===== config.mk =====
export PLATFORM = sky130hd
export DESIGN_NAME = prog_loader
export DESIGN_NICKNAME = d
export VERILOG_FILES = /design/src/rtl/mcu_pkg.sv /design/src/rtl/prog_csum.sv /design/src/rtl/prog_loader.sv
export SDC_FILE = /design/constraint.sdc
export NUM_CORES = 1
export LEC_CHECK = 0
export CORE_ASPECT_RATIO = 0.5
export CORE_UTILIZATION = 25
export CTS_CLUSTER_DIAMETER = 100
export DETAILED_ROUTE_END_ITERATION = 12
export PLACE_DENSITY = 0.43
export RECOVER_POWER = 25
export SETUP_SLACK_MARGIN = 0.1
export SLEW_MARGIN = 25
export SYNTH_ARGS = -nofsm -noshare
export SYNTH_HDL_FRONTEND = slang
export SYNTH_HIERARCHICAL = 1
export SYNTH_SLANG_ARGS = --single-unit

===== constraint.sdc =====
create_clock -name clk -period 5.4 [get_ports clk]
set_input_delay 0.81 -clock clk [delete_from_list [all_inputs] [get_ports clk]]
set_output_delay 0.81 -clock clk [all_outputs]
set_load 0.03 [all_outputs]

===== src/rtl/mcu_pkg.sv =====
// Shared MCU package: program-memory geometry defaults, the loader frame
// header byte and the program-loader state encoding.
package mcu_pkg;

  localparam int unsigned INST_W_DEF = 17;
  localparam int unsigned ADDR_W_DEF = 8;
  localparam logic [7:0]  HEADER_DEF = 8'hA5;

  typedef enum logic [2:0] {
    S_IDLE,
    S_COUNT,
    S_B0,
    S_B1,
    S_B2,
    S_WRITE,
    S_CSUM
  } ld_state_e;

endpackage


===== src/rtl/prog_csum.sv =====
// 8-bit mod-256 checksum accumulator for the program loader.
// Ports:
//   clk, rst_n   clock, asynchronous active-low reset
//   i_clr        clear the sum to 0
//   i_seed       load the sum with i_data
//   i_add        add i_data to the sum
//   i_data       byte to seed/add, and the byte compared against the sum
//   o_match      current sum equals i_data
module prog_csum (
  input  logic       clk,
  input  logic       rst_n,
  input  logic       i_clr,
  input  logic       i_seed,
  input  logic       i_add,
  input  logic [7:0] i_data,
  output logic       o_match
);

  logic [7:0] r_sum;

  always_ff @(posedge clk or negedge rst_n) begin
    if (!rst_n)      r_sum <= '0;
    else if (i_clr)  r_sum <= '0;
    else if (i_seed) r_sum <= i_data;
    else if (i_add)  r_sum <= r_sum + i_data;
  end

  assign o_match = (r_sum == i_data);

endmodule


===== src/rtl/prog_loader.sv =====
// Boot-time program loader. Receives HEADER, COUNT, COUNT x 3-byte
// little-endian words (and CSUM when PROG_LOADER_CHECKSUM_EN is defined)
// over a valid/ready byte stream, writes words to program memory from
// address 0 and holds the MCU in reset until a good image is loaded.
// Ports:
//   clk, reset             clock, asynchronous active-low reset
//   byte_in/valid/ready    byte stream handshake
//   pm_we/addr/wdata       program memory write port (one strobe per word)
//   cpu_hold               holds the MCU in reset while high
//   load_done / load_err   level status of the last frame
// Build option: PROG_LOADER_CHECKSUM_EN enables the trailing CSUM byte.
module prog_loader
  import mcu_pkg::*;
#(
  parameter int unsigned INST_W = INST_W_DEF,
  parameter int unsigned ADDR_W = ADDR_W_DEF,
  parameter logic [7:0]  HEADER = HEADER_DEF
) (
  input  logic              clk,
  input  logic              reset,
  input  logic [7:0]        byte_in,
  input  logic              byte_valid,
  output logic              byte_ready,
  output logic              pm_we,
  output logic [ADDR_W-1:0] pm_addr,
  output logic [INST_W-1:0] pm_wdata,
  output logic              cpu_hold,
  output logic              load_done,
  output logic              load_err
);

  ld_state_e         r_state, w_next;
  logic [7:0]        r_b0, r_b1;
  logic [ADDR_W:0]   r_remain;
  logic [ADDR_W-1:0] r_addr;
  logic [INST_W-1:0] r_wdata;
  logic              r_we, r_hold, r_done, r_err;
  logic              w_xfer, w_hdr, w_b2_bad, w_last;

  assign byte_ready = (r_state != S_WRITE);
  assign w_xfer     = byte_valid && byte_ready;
  assign w_hdr      = (byte_in == HEADER);
  assign w_b2_bad   = |byte_in[7:1];
  assign w_last     = (r_remain == (ADDR_W+1)'(1));

`ifdef PROG_LOADER_CHECKSUM_EN
  logic w_cs_clr, w_cs_seed, w_cs_add, w_cs_match;

  assign w_cs_clr  = w_xfer && (r_state == S_IDLE) && w_hdr;
  assign w_cs_seed = w_xfer && (r_state == S_COUNT);
  assign w_cs_add  = w_xfer && ((r_state == S_B0) || (r_state == S_B1) ||
                                (r_state == S_B2));

  prog_csum u_csum (
    .clk     (clk),
    .rst_n   (reset),
    .i_clr   (w_cs_clr),
    .i_seed  (w_cs_seed),
    .i_add   (w_cs_add),
    .i_data  (byte_in),
    .o_match (w_cs_match)
  );
`endif

  always_ff @(posedge clk or negedge reset) begin
    if (!reset) r_state <= S_IDLE;
    else        r_state <= w_next;
  end

  always_comb begin
    w_next = r_state;
    unique case (r_state)
      S_IDLE:  if (w_xfer && w_hdr) w_next = S_COUNT;
      S_COUNT: if (w_xfer) w_next = S_B0;
      S_B0:    if (w_xfer) w_next = S_B1;
      S_B1:    if (w_xfer) w_next = S_B2;
      S_B2:    if (w_xfer) w_next = w_b2_bad ? S_IDLE : S_WRITE;
      S_WRITE: begin
        if (!w_last) w_next = S_B0;
`ifdef PROG_LOADER_CHECKSUM_EN
        else         w_next = S_CSUM;
`else
        else         w_next = S_IDLE;
`endif
      end
      S_CSUM:  if (w_xfer) w_next = S_IDLE;
      default: w_next = S_IDLE;
    endcase
  end

  always_ff @(posedge clk or negedge reset) begin
    if (!reset) begin
      r_we     <= 1'b0;
      r_addr   <= '0;
      r_wdata  <= '0;
      r_remain <= '0;
      r_b0     <= '0;
      r_b1     <= '0;
      r_hold   <= 1'b1;
      r_done   <= 1'b0;
      r_err    <= 1'b0;
    end else begin
      // Strobe is high only for the WRITE cycle that follows a good b2.
      r_we <= w_xfer && (r_state == S_B2) && !w_b2_bad;
      unique case (r_state)
        S_IDLE: if (w_xfer && w_hdr) begin
          r_hold <= 1'b1;
          r_done <= 1'b0;
          r_err  <= 1'b0;
        end
        S_COUNT: if (w_xfer) begin
          r_remain <= (byte_in == 8'h00) ? (ADDR_W+1)'(256)
                                         : (ADDR_W+1)'(byte_in);
          r_addr   <= '0;
        end
        S_B0: if (w_xfer) r_b0 <= byte_in;
        S_B1: if (w_xfer) r_b1 <= byte_in;
        S_B2: if (w_xfer) begin
          if (w_b2_bad) r_err   <= 1'b1;
          else          r_wdata <= INST_W'({byte_in[0], r_b1, r_b0});
        end
        S_WRITE: begin
          // Address advances after the strobe cycle; after word 256 it
          // wraps to 0 but the frame has no more writes to issue.
          r_addr   <= r_addr + 1'b1;
          r_remain <= r_remain - 1'b1;
`ifndef PROG_LOADER_CHECKSUM_EN
          if (w_last) begin
            r_done <= 1'b1;
            r_hold <= 1'b0;
          end
`endif
        end
`ifdef PROG_LOADER_CHECKSUM_EN
        S_CSUM: if (w_xfer) begin
          if (w_cs_match) begin
            r_done <= 1'b1;
            r_hold <= 1'b0;
          end else begin
            r_err  <= 1'b1;
          end
        end
`endif
        default: ;
      endcase
    end
  end

  assign pm_we     = r_we;
  assign pm_addr   = r_addr;
  assign pm_wdata  = r_wdata;
  assign cpu_hold  = r_hold;
  assign load_done = r_done;
  assign load_err  = r_err;

endmodule


==> results of run 1 <==
## flip-flops by register name, indices dropped and copies added (netlist names)
| register | cells |
|---|---|
| load_err | 1 |
| r_b1 | 8 |
| cpu_hold | 1 |
| pm_addr | 8 |
| r_b0 | 8 |
| load_done | 1 |
| r_remain | 9 |
| pm_wdata | 17 |
| r_state | 3 |
| pm_we | 1 |
## Yosys cell counts (all sizes together) (2+ instances only)
cell     count
dfrtp       56
o21a         2
mux2        34
o21ai       22
nor4         4
buf          3
and3b        2
o22ai        2
ha           3
clkbuf       8
a2bb2oi      3
o31ai        2
nand3        5
and3         3
or4          2
nand2       10
nor2        14
a21oi       12
a31oi        3
o211ai       2
inv          6
nand4        4
nor3         3
## report_power, final
part           total (mW)  switching, mW  internal, mW
Combinational       0.398          0.208         0.190
Sequential          0.677          0.121         0.557
Clock               0.540          0.180         0.360
## cell type report
cell class	instances	share of cell area (%)
inverter	6	0.662
tap	135	4.97
timing repair buffer	42	12.0
multi-input combinational	144	32.1
sequential	57	42.0
clock inverter	4	1.32
clock buffer	10	7.03
## cells by family (layout without fill, tap and decap cells)
logic type	Yosys count	in the layout
AOI/OAI and AO/OA	54	54
muxes	34	34
adders and majority gates	3	3
buffers and inverters	17	62
DFF	57	57
and+or+nand+nor	53	53
## worst paths after layout
check,from,endpoint,depth (start not counted)
max in group clk,r_state[2],byte_ready,4
min in group asynchronous,reset,pm_addr[0],2
max,reset,r_b1[5],2
min,pm_addr[7],pm_addr[7],1
max reg2reg,r_state[2],r_remain[8],6
min reg2reg,pm_addr[7],pm_addr[7],1
## routing by layer
| layer | track usage [%] | up-vias |
|---|---|---|
| li1 | - | 885 |
| met4 | 4.91 | 0 |
| met3 | 4.48 | 6 |
| met2 | 18.8 | 28 |
| met1 | 15.7 | 902 |
| met5 | 0 | - |
==> impl_metrics.toml, run 1 <==
[outcome]
run_status = "finished, violations left"
violations = "max-capacitance violations, max-slew violations"

[logic_synthesis]
synth_top_area_share_pct = 54.2
synth_edf_count = 0
synth_mux_area_share_pct = 16.0
synthXorXnorAreaFrac_pct = 0
synth_simple_gate_area_share_pct = 12.1
ys_seq_area_share_pct = 55.2
syn_inst = 218
syn_nets = 232
synthFlopType = "dfrtp_1"
yosysWarnings = 6
ys_types = 43
syn_area_um2 = 2590
synth_top_family_by_area = "multiplexers"
synth_top_area_cell = "dfrtp_1"
synth_area_leaders = "dfrtp_1 54%, mux2_2 11%, mux2_4 4.6%"
synthArstFlopShare_pct = 100
avgSynthCellArea_um2 = 11.9
ys_ff_latch = 57
synth-compound-area-share_pct = 12.5
post_synth_fa_ha_maj_area_fraction_pct = 1.45

[sta]
max_slew_margin_pct = -107
rsz0062_at_grt = "no"
drv_slew = 58
finalClockSkew_ns = 0.00537
post-route-period-util_pct = 62.3
tns_ns = 0
fin_ws_ns = 2.04
hold_violations = 0
worst_pin_slew_ns = 3.10
fmax_mhz = 297
period_minus_slack_ns = 3.36
setup_viol = 0
whs_ns = 0.483

[job]
max_cap_viol_count = 1

[global_route]
grt_pass1_vias = 1866
antenna_found_initial = 0
grt_start_max_net_pins = 58
track_usage_pct = 12.1
grt_first_pass_wirelength_mm = 9.78
grt_overflow = 0

[placed_design]
gp_congestion = 0.733
io_buffers = 40
dp_hpwl_mm = 4.01
place_area_um2 = 3120
place_inst = 384
post-place-ws_ns = 2.47

[cells_and_area]
fill_cells = 961
register_area_um2 = 1430
utilization_pct = 34.9
finalNetCount = 274
final_cell_mix = "56 x dfrtp_1, 39 x clkdlybuf4s50_1, 26 x mux2_2"
drive_gt1_share_pct = 22.1
n_antenna_cell = 0
multi_input_area_um2 = 1090
final_common_cell = "dfrtp_1"
stdcell_count = 398
syn2layout_area_growth_pct = 31.4
postLayoutCellArea_um2 = 3400

[clock_tree]
root_buffer = "clkbuf_16"
cts_buffers = 9
cts_setup_buffers = 0
cts_hold_buf = 0
clock_latency_ns = 0.32
clock_path_buffers = 2
h-tree-depth = 3
cts_resized = 0
clock-sinks = 57
cts.clk_slew.worst_paths_ns = 0.05
tritoncts = "done"

[worst_setup_path]
crit_family = "buffers and inverters"
cpMaxStageDelayCell = "clkbuf_1"
critPathKind = "input port to asynchronous set/reset pin"
path_buf_inv = 2
worstSetupEndpointType = "asynchronous set/reset pin"
cp_cell_sequence = "buf_2 > clkbuf_1"
slowest_delay_ns = 2.18
cp.arrival_ns = 3.10
reg2reg_slack_ns = 3.43
startpoint_type = "input port"
critPathRequiredTime_ns = 5.13
worstPathMaxFanout = 57

[power_and_ir_drop]
max-vdd-ir-drop_uv = 166
total_power_mw = 1.62
leakagePower_nw = 1.49
power.density_nw_per_um2 = 475

[die]
fp.dieW_um = 146
initial_utilization_pct = 26.6
fp.dieH_um = 73.9
dieArea_um2 = 10800
fp.coreArea_um2 = 9730
io_pins = 41
core.rowCount = 25

[drt]
wl_mm = 5.97
vias = 1821
met2RoutedLength_mm = 2.72
postRouteAntennaNets = 0
m1WireLength_mm = 2.94
dr_wl_met3_um = 258
drt_iter0_drc = 63
avgRoutedWirePerCell_um = 15.0
viasPerCell = 4.58
highest_layer = "met4"
dr.pass1.iters = 4
drc = 0

[hold_path]
min_path_type = "flip-flop to flip-flop"
Power figures use the tool's default switching activity.
==> inputs of run 2 (changes only) <==
--- a/config.mk
+++ b/config.mk
@@ -9,7 +9,7 @@
 export CORE_UTILIZATION = 25
 export CTS_CLUSTER_DIAMETER = 100
 export DETAILED_ROUTE_END_ITERATION = 12
-export PLACE_DENSITY = 0.43
+export PLACE_DENSITY = 0.45
 export RECOVER_POWER = 25
 export SETUP_SLACK_MARGIN = 0.1
 export SLEW_MARGIN = 25
==> constraint.sdc (replaced) <==
create_clock -name clk -period 2.8 [get_ports clk]
set_input_delay 0.42 -clock clk [delete_from_list [all_inputs] [get_ports clk]]
set_output_delay 0.42 -clock clk [all_outputs]
set_load 0.03 [all_outputs]
==> run 2 against run 1 <==
Net effect: the flow still finishes with violations (max-capacitance violations, max-slew violations); routed wire length fell by 0.87%; count of clock-buffer cells in the layout increased by 2; combinational power rose by 94%; non-clock buffer count is 4 higher; total power grew 91%; global-route usage about the same; sequential share of layout area shrank 0.31 points; setup slack lost 1.5 ns; via count is 3.1% higher; clock power grew 87%; worst hold slack improved by 0.0064 ns; cell count up 1.5%; critical endpoint is now byte_ready.
==> impl_metrics.toml, run 2 (synthesis gave the netlist of run 1 again) <==
[clock_tree]
cts_setup_buffers = 0
root_buffer = "clkbuf_16"
clock-sinks = 57
clock_latency_ns = 0.32
cts.clk_slew.worst_paths_ns = 0.05
cts_buffers = 9
cts_hold_buf = 0
cts_resized = 0
h-tree-depth = 3
tritoncts = "done"
clock_path_buffers = 2

[placed_design]
dp_hpwl_mm = 4.17
io_buffers = 40
gp_congestion = 0.729
place_area_um2 = 3150

[drt]
drt_iter0_drc = 113
viasPerCell = 4.65
avgRoutedWirePerCell_um = 14.6
dr.pass1.iters = 4
postRouteAntennaNets = 0
wl_mm = 5.92
drc = 0
vias = 1878

[cells_and_area]
utilization_pct = 35.2
final_common_cell = "dfrtp_1"
largest_reg_flops = 17
drive_gt1_share_pct = 22.7
final_cell_mix = "56 x dfrtp_1, 39 x clkdlybuf4s50_1, 26 x mux2_2"
finalNetCount = 278
syn2layout_area_growth_pct = 32.3
fill_cells = 965
postLayoutCellArea_um2 = 3420
n_antenna_cell = 0

[die]
dieArea_um2 = 10800
io_pins = 41
fp.dieH_um = 73.9
core.rowCount = 25
initial_utilization_pct = 26.6
fp.coreArea_um2 = 9730
fp.dieW_um = 146

[sta]
rsz0062_at_grt = "no"
whs_ns = 0.490
period_minus_slack_ns = 2.26
fmax_mhz = 443
hold_violations = 0
setup_viol = 0
max_slew_margin_pct = -6.72
worst_pin_slew_ns = 1.60
tns_ns = 0
post-route-period-util_pct = 80.7
drv_slew = 31
finalClockSkew_ns = 0.00569

[power_and_ir_drop]
p_int_mw = 2.09
comb_power_share_pct = 25.0
leakagePower_nw = 1.49
share_seq_of_total_power_pct = 42.3
switching_share_pct = 32.1
power.switching_mw = 0.992
max-vdd-ir-drop_uv = 402
pwr-share-clk_pct = 32.7
power.density_nw_per_um2 = 901

[hold_path]
min_path_type = "input port to asynchronous set/reset pin"

[global_route]
grt_start_max_net_pins = 31
track_usage_pct = 12.2
grt_overflow = 0
grt_pass1_vias = 1944
grt_first_pass_wirelength_mm = 9.85
antenna_found_initial = 0

[outcome]
violations = "max-capacitance violations, max-slew violations"
run_status = "finished, violations left"

[job]
max_cap_viol_count = 1

[worst_setup_path]
startpoint_type = "flip-flop"
cp.arrival_ns = 1.84
critPathKind = "flip-flop to primary output"
worstPathMaxFanout = 11
critPathRequiredTime_ns = 2.38
reg2regPathDepth = 6
worstSetupEndpointType = "primary output"
## run 2: cell types whose count changed in the layout (fill, tap and decap cells not counted), sizes merged
cell      previous run  this run
clkinvlp             0         3
clkbuf              11        14
bufinv               1         0
clkinv               3         1
buf                  2         5
## run 2: critical path: stages (launching register included)
cell,delay [ns]
dfrtp_1,0.49
and3b_1,0.28
inv_1,0.08
clkdlybuf4s50_1,0.67
## run 2: routing by layer
metal	vias to the layer above	GRT usage (%)	routed length [µm]	part of all wire, %
met4	0	5.26	81	1.4
met1	942	15.3	2920	49
met3	6	4.29	232	3.9
met5	-	0	0	0
li1	897	-	-	-
met2	33	19.5	2690	45
## run 2: stage by stage
stage,total power [mW],setup WS [ns],std cells
finish,3.09,0.541,404
CTS,3.13,0.505,404
global route,3.28,0.431,404
detailed placement,2.10,0.302,388
floorplan,1.79,0.913,218
global placement,2.09,0.348,388
## run 2: cell type report
cell class                 count  area (µm²)  share of cell area [%]
tap                          135         169                    4.93
clock buffer                  12         256                    7.49
multi-input combinational    144        1090                    31.7
sequential                    57        1430                    41.7
inverter                       6        22.5                   0.658
timing repair buffer          46         435                    12.7
clock inverter                 4        27.5                   0.804
## run 2: final timing paths
| check | start | end | slack [ns] |
|---|---|---|---|
| min | reset | pm_addr[1] | 0.49 |
| max in group asynchronous | reset | load_err | 0.90 |
| max | r_state[2] | byte_ready | 0.54 |
| max reg2reg | r_remain[0] | r_remain[8] | 0.86 |
| min reg2reg | load_err | load_err | 0.49 |
| min in group clk | load_err | load_err | 0.49 |
## run 2: power by group through the flow
| stage | Sequential (mW) | Combinational, mW | Clock [mW] |
|---|---|---|---|
| 2_1_floorplan | 1.34 | 0.455 | 0 |
| 3_3_place_gp | 1.31 | 0.774 | 0 |
| 6_report | 1.31 | 0.772 | 1.01 |
| 3_5_place_dp | 1.32 | 0.785 | 0 |
| 4_1_cts | 1.31 | 0.786 | 1.04 |
| 5_1_grt | 1.35 | 0.848 | 1.08 |
==> inputs of run 3 (changes only) <==
--- a/config.mk
+++ b/config.mk
@@ -9,7 +9,7 @@
 export CORE_UTILIZATION = 25
 export CTS_CLUSTER_DIAMETER = 100
 export DETAILED_ROUTE_END_ITERATION = 12
-export PLACE_DENSITY = 0.45
+export PLACE_DENSITY = 0.43
 export RECOVER_POWER = 25
 export SETUP_SLACK_MARGIN = 0.1
 export SLEW_MARGIN = 25
==> constraint.sdc (replaced) <==
create_clock -name clk -period 2.2 [get_ports clk]
set_input_delay 0.33 -clock clk [delete_from_list [all_inputs] [get_ports clk]]
set_output_delay 0.33 -clock clk [all_outputs]
set_load 0.03 [all_outputs]
==> run 3 against run 2 <==
Net effect: the flow now finishes without violations; critical path type is now flip-flop to flip-flop; highest routed layer unchanged; register-to-register slack worse by 0.59 ns; first-iteration DRC count down 30%; critical path depth up 3; sequential share of layout area down 1.2 points; non-clock buffer count up 12; worst hold slack worse by 0.073 ns; setup slack worse by 0.27 ns; largest power group unchanged; clock power up 31%; count of clock-buffer cells in the layout down 1; routed wire length up 2.0%; via count up 1.3%.
==> impl_metrics.toml, run 3 (synthesis gave the netlist of run 1 again) <==
[outcome]
run_status = "finished, final reports clean"

[power_and_ir_drop]
leakagePower_nw = 1.57
total_power_mw = 4.01
pwr-share-clk_pct = 32.9
power.density_nw_per_um2 = 1140
p_int_mw = 2.75
comb_power_share_pct = 26.5
power.switching_mw = 1.26
switching_share_pct = 31.5
max-vdd-ir-drop_uv = 400
share_seq_of_total_power_pct = 40.6

[clock_tree]
clock_latency_ns = 0.33
root_buffer = "clkbuf_16"
cts_buffers = 9
h-tree-depth = 3
cts.clk_slew.worst_paths_ns = 0.05
clock_path_buffers = 2
tritoncts = "done"
clock-sinks = 57
cts_hold_buf = 0
cts_setup_buffers = 0
cts_resized = 1

[worst_setup_path]
reg2regPathDepth = 6
startpoint_type = "flip-flop"
cp-endpoint = "r_remain[8]"
slowest_delay_ns = 0.66
cp.arrival_ns = 2.17
cpMaxStageDelayCell = "or4b_2"
worstSetupEndpointType = "flip-flop"
critPathRequiredTime_ns = 2.45
r2r_start = "r_remain[0]"
reg2reg_slack_ns = 0.27
crit_path_start = "r_remain[0]"
r2r_end = "r_remain[8]"
worstPathMaxFanout = 5
critPathKind = "flip-flop to flip-flop"
cp_cell_sequence = "inv_1 > ha_1 > or4b_2 > nor2_1 > a22oi_1 > o2bb2ai_1"

[drt]
viasPerCell = 4.58
postRouteAntennaNets = 0
drc = 0
wl_mm = 6.04
drt_iter0_drc = 79
vias = 1902
dr.pass1.iters = 4
avgRoutedWirePerCell_um = 14.5

[placed_design]
io_buffers = 40
gp_congestion = 0.766
place_inst = 400
dp_hpwl_mm = 4.11

[cells_and_area]
final_cell_mix = "56 x dfrtp_1, 38 x clkdlybuf4s50_1, 26 x mux2_2"
final_common_cell = "dfrtp_1"
finalNetCount = 290
stdcell_count = 415
n_antenna_cell = 0
syn2layout_area_growth_pct = 36.1
drive_gt1_share_pct = 26.1
utilization_pct = 36.2
largest_reg_flops = 17

[global_route]
grt_start_max_net_pins = 58
grt_overflow = 0
grt_first_pass_wirelength_mm = 9.98
track_usage_pct = 12.6
grt_pass1_vias = 1946
antenna_found_initial = 0

[die]
fp.dieH_um = 73.9
fp.dieW_um = 146
dieArea_um2 = 10800
core.rowCount = 25
initial_utilization_pct = 26.6
fp.coreArea_um2 = 9730
io_pins = 41

[sta]
finalClockSkew_ns = 0.00712
period_minus_slack_ns = 1.93
hold_violations = 0
setup_viol = 0
max_slew_margin_pct = 3.21
fmax_mhz = 519
post-route-period-util_pct = 87.6
worst_pin_slew_ns = 1.45
drv_slew = 0
rsz0062_at_grt = "no"

[job]
max_cap_viol_count = 0

[hold_path]
min_path_type = "input port to asynchronous set/reset pin"
## run 3: changes by cell type in the layout (fill, tap and decap cells not counted), moves of 2 or more
cell        before  now
buf_4            5   16
clkbuf_8         2    0
clkinv_2         1    3
clkinvlp_4       3    0
## run 3: per-stage QoR
step                      hold WS [ns]  TNS (ns)  setup WS, ns  cell area (µm²)
after floorplan                 0.0344         0         0.403             2590
after global placement           0.465    -0.166       -0.0211             3250
after detailed placement         0.468    -0.492       -0.0428             3250
after CTS                        0.189         0         0.281             3520
after global routing             0.514         0         0.146             3520
final                            0.417         0         0.274             3520
## run 3: critical path: cells and delay by family (launching register included)
kind,cells,cell delay (ns)
adders and majority gates,1,0.21
and+or+nand+nor,2,0.84
buffers and inverters,1,0.09
AOI/OAI and AO/OA,2,0.28
DFF,1,0.42
## run 3: power groups by stage
stage / Clock [mW] / Sequential, mW / Combinational, mW
after floorplan: 0 / 1.70 / 0.579
after CTS: 1.36 / 1.63 / 1.08
after global placement: 0 / 1.63 / 1.05
after global routing: 1.42 / 1.68 / 1.17
after detailed placement: 0 / 1.64 / 1.08
final: 1.32 / 1.63 / 1.06
## run 3: worst min path at each step
stage               depth (start not counted)       start  slack [ns]           end
detailed placement                          1  pm_addr[7]        0.47    pm_addr[7]
finish                                      2       reset        0.42    pm_addr[0]
global placement                            1  pm_addr[7]        0.47    pm_addr[7]
floorplan                                   0       reset        0.03     load_done
CTS                                         2       reset        0.19    pm_addr[0]
global route                                1     r_b1[4]        0.51  pm_wdata[12]
## run 3: final cells by class
cell class / instances / area (µm²)
fill: 990 / 6210
tap: 135 / 169
multi-input combinational: 144 / 1090
timing repair buffer: 58 / 539
inverter: 6 / 22.5
sequential: 57 / 1430
clock inverter: 4 / 45.0
clock buffer: 11 / 233
## run 3: metal layers
layer  track usage (%)  up-vias  wire, µm
met3              6.20        4       263
met5                 0        -         0
met4              4.33        0        46
li1                  -      911         -
met1              15.7      955      3050
met2              19.1       32      2680
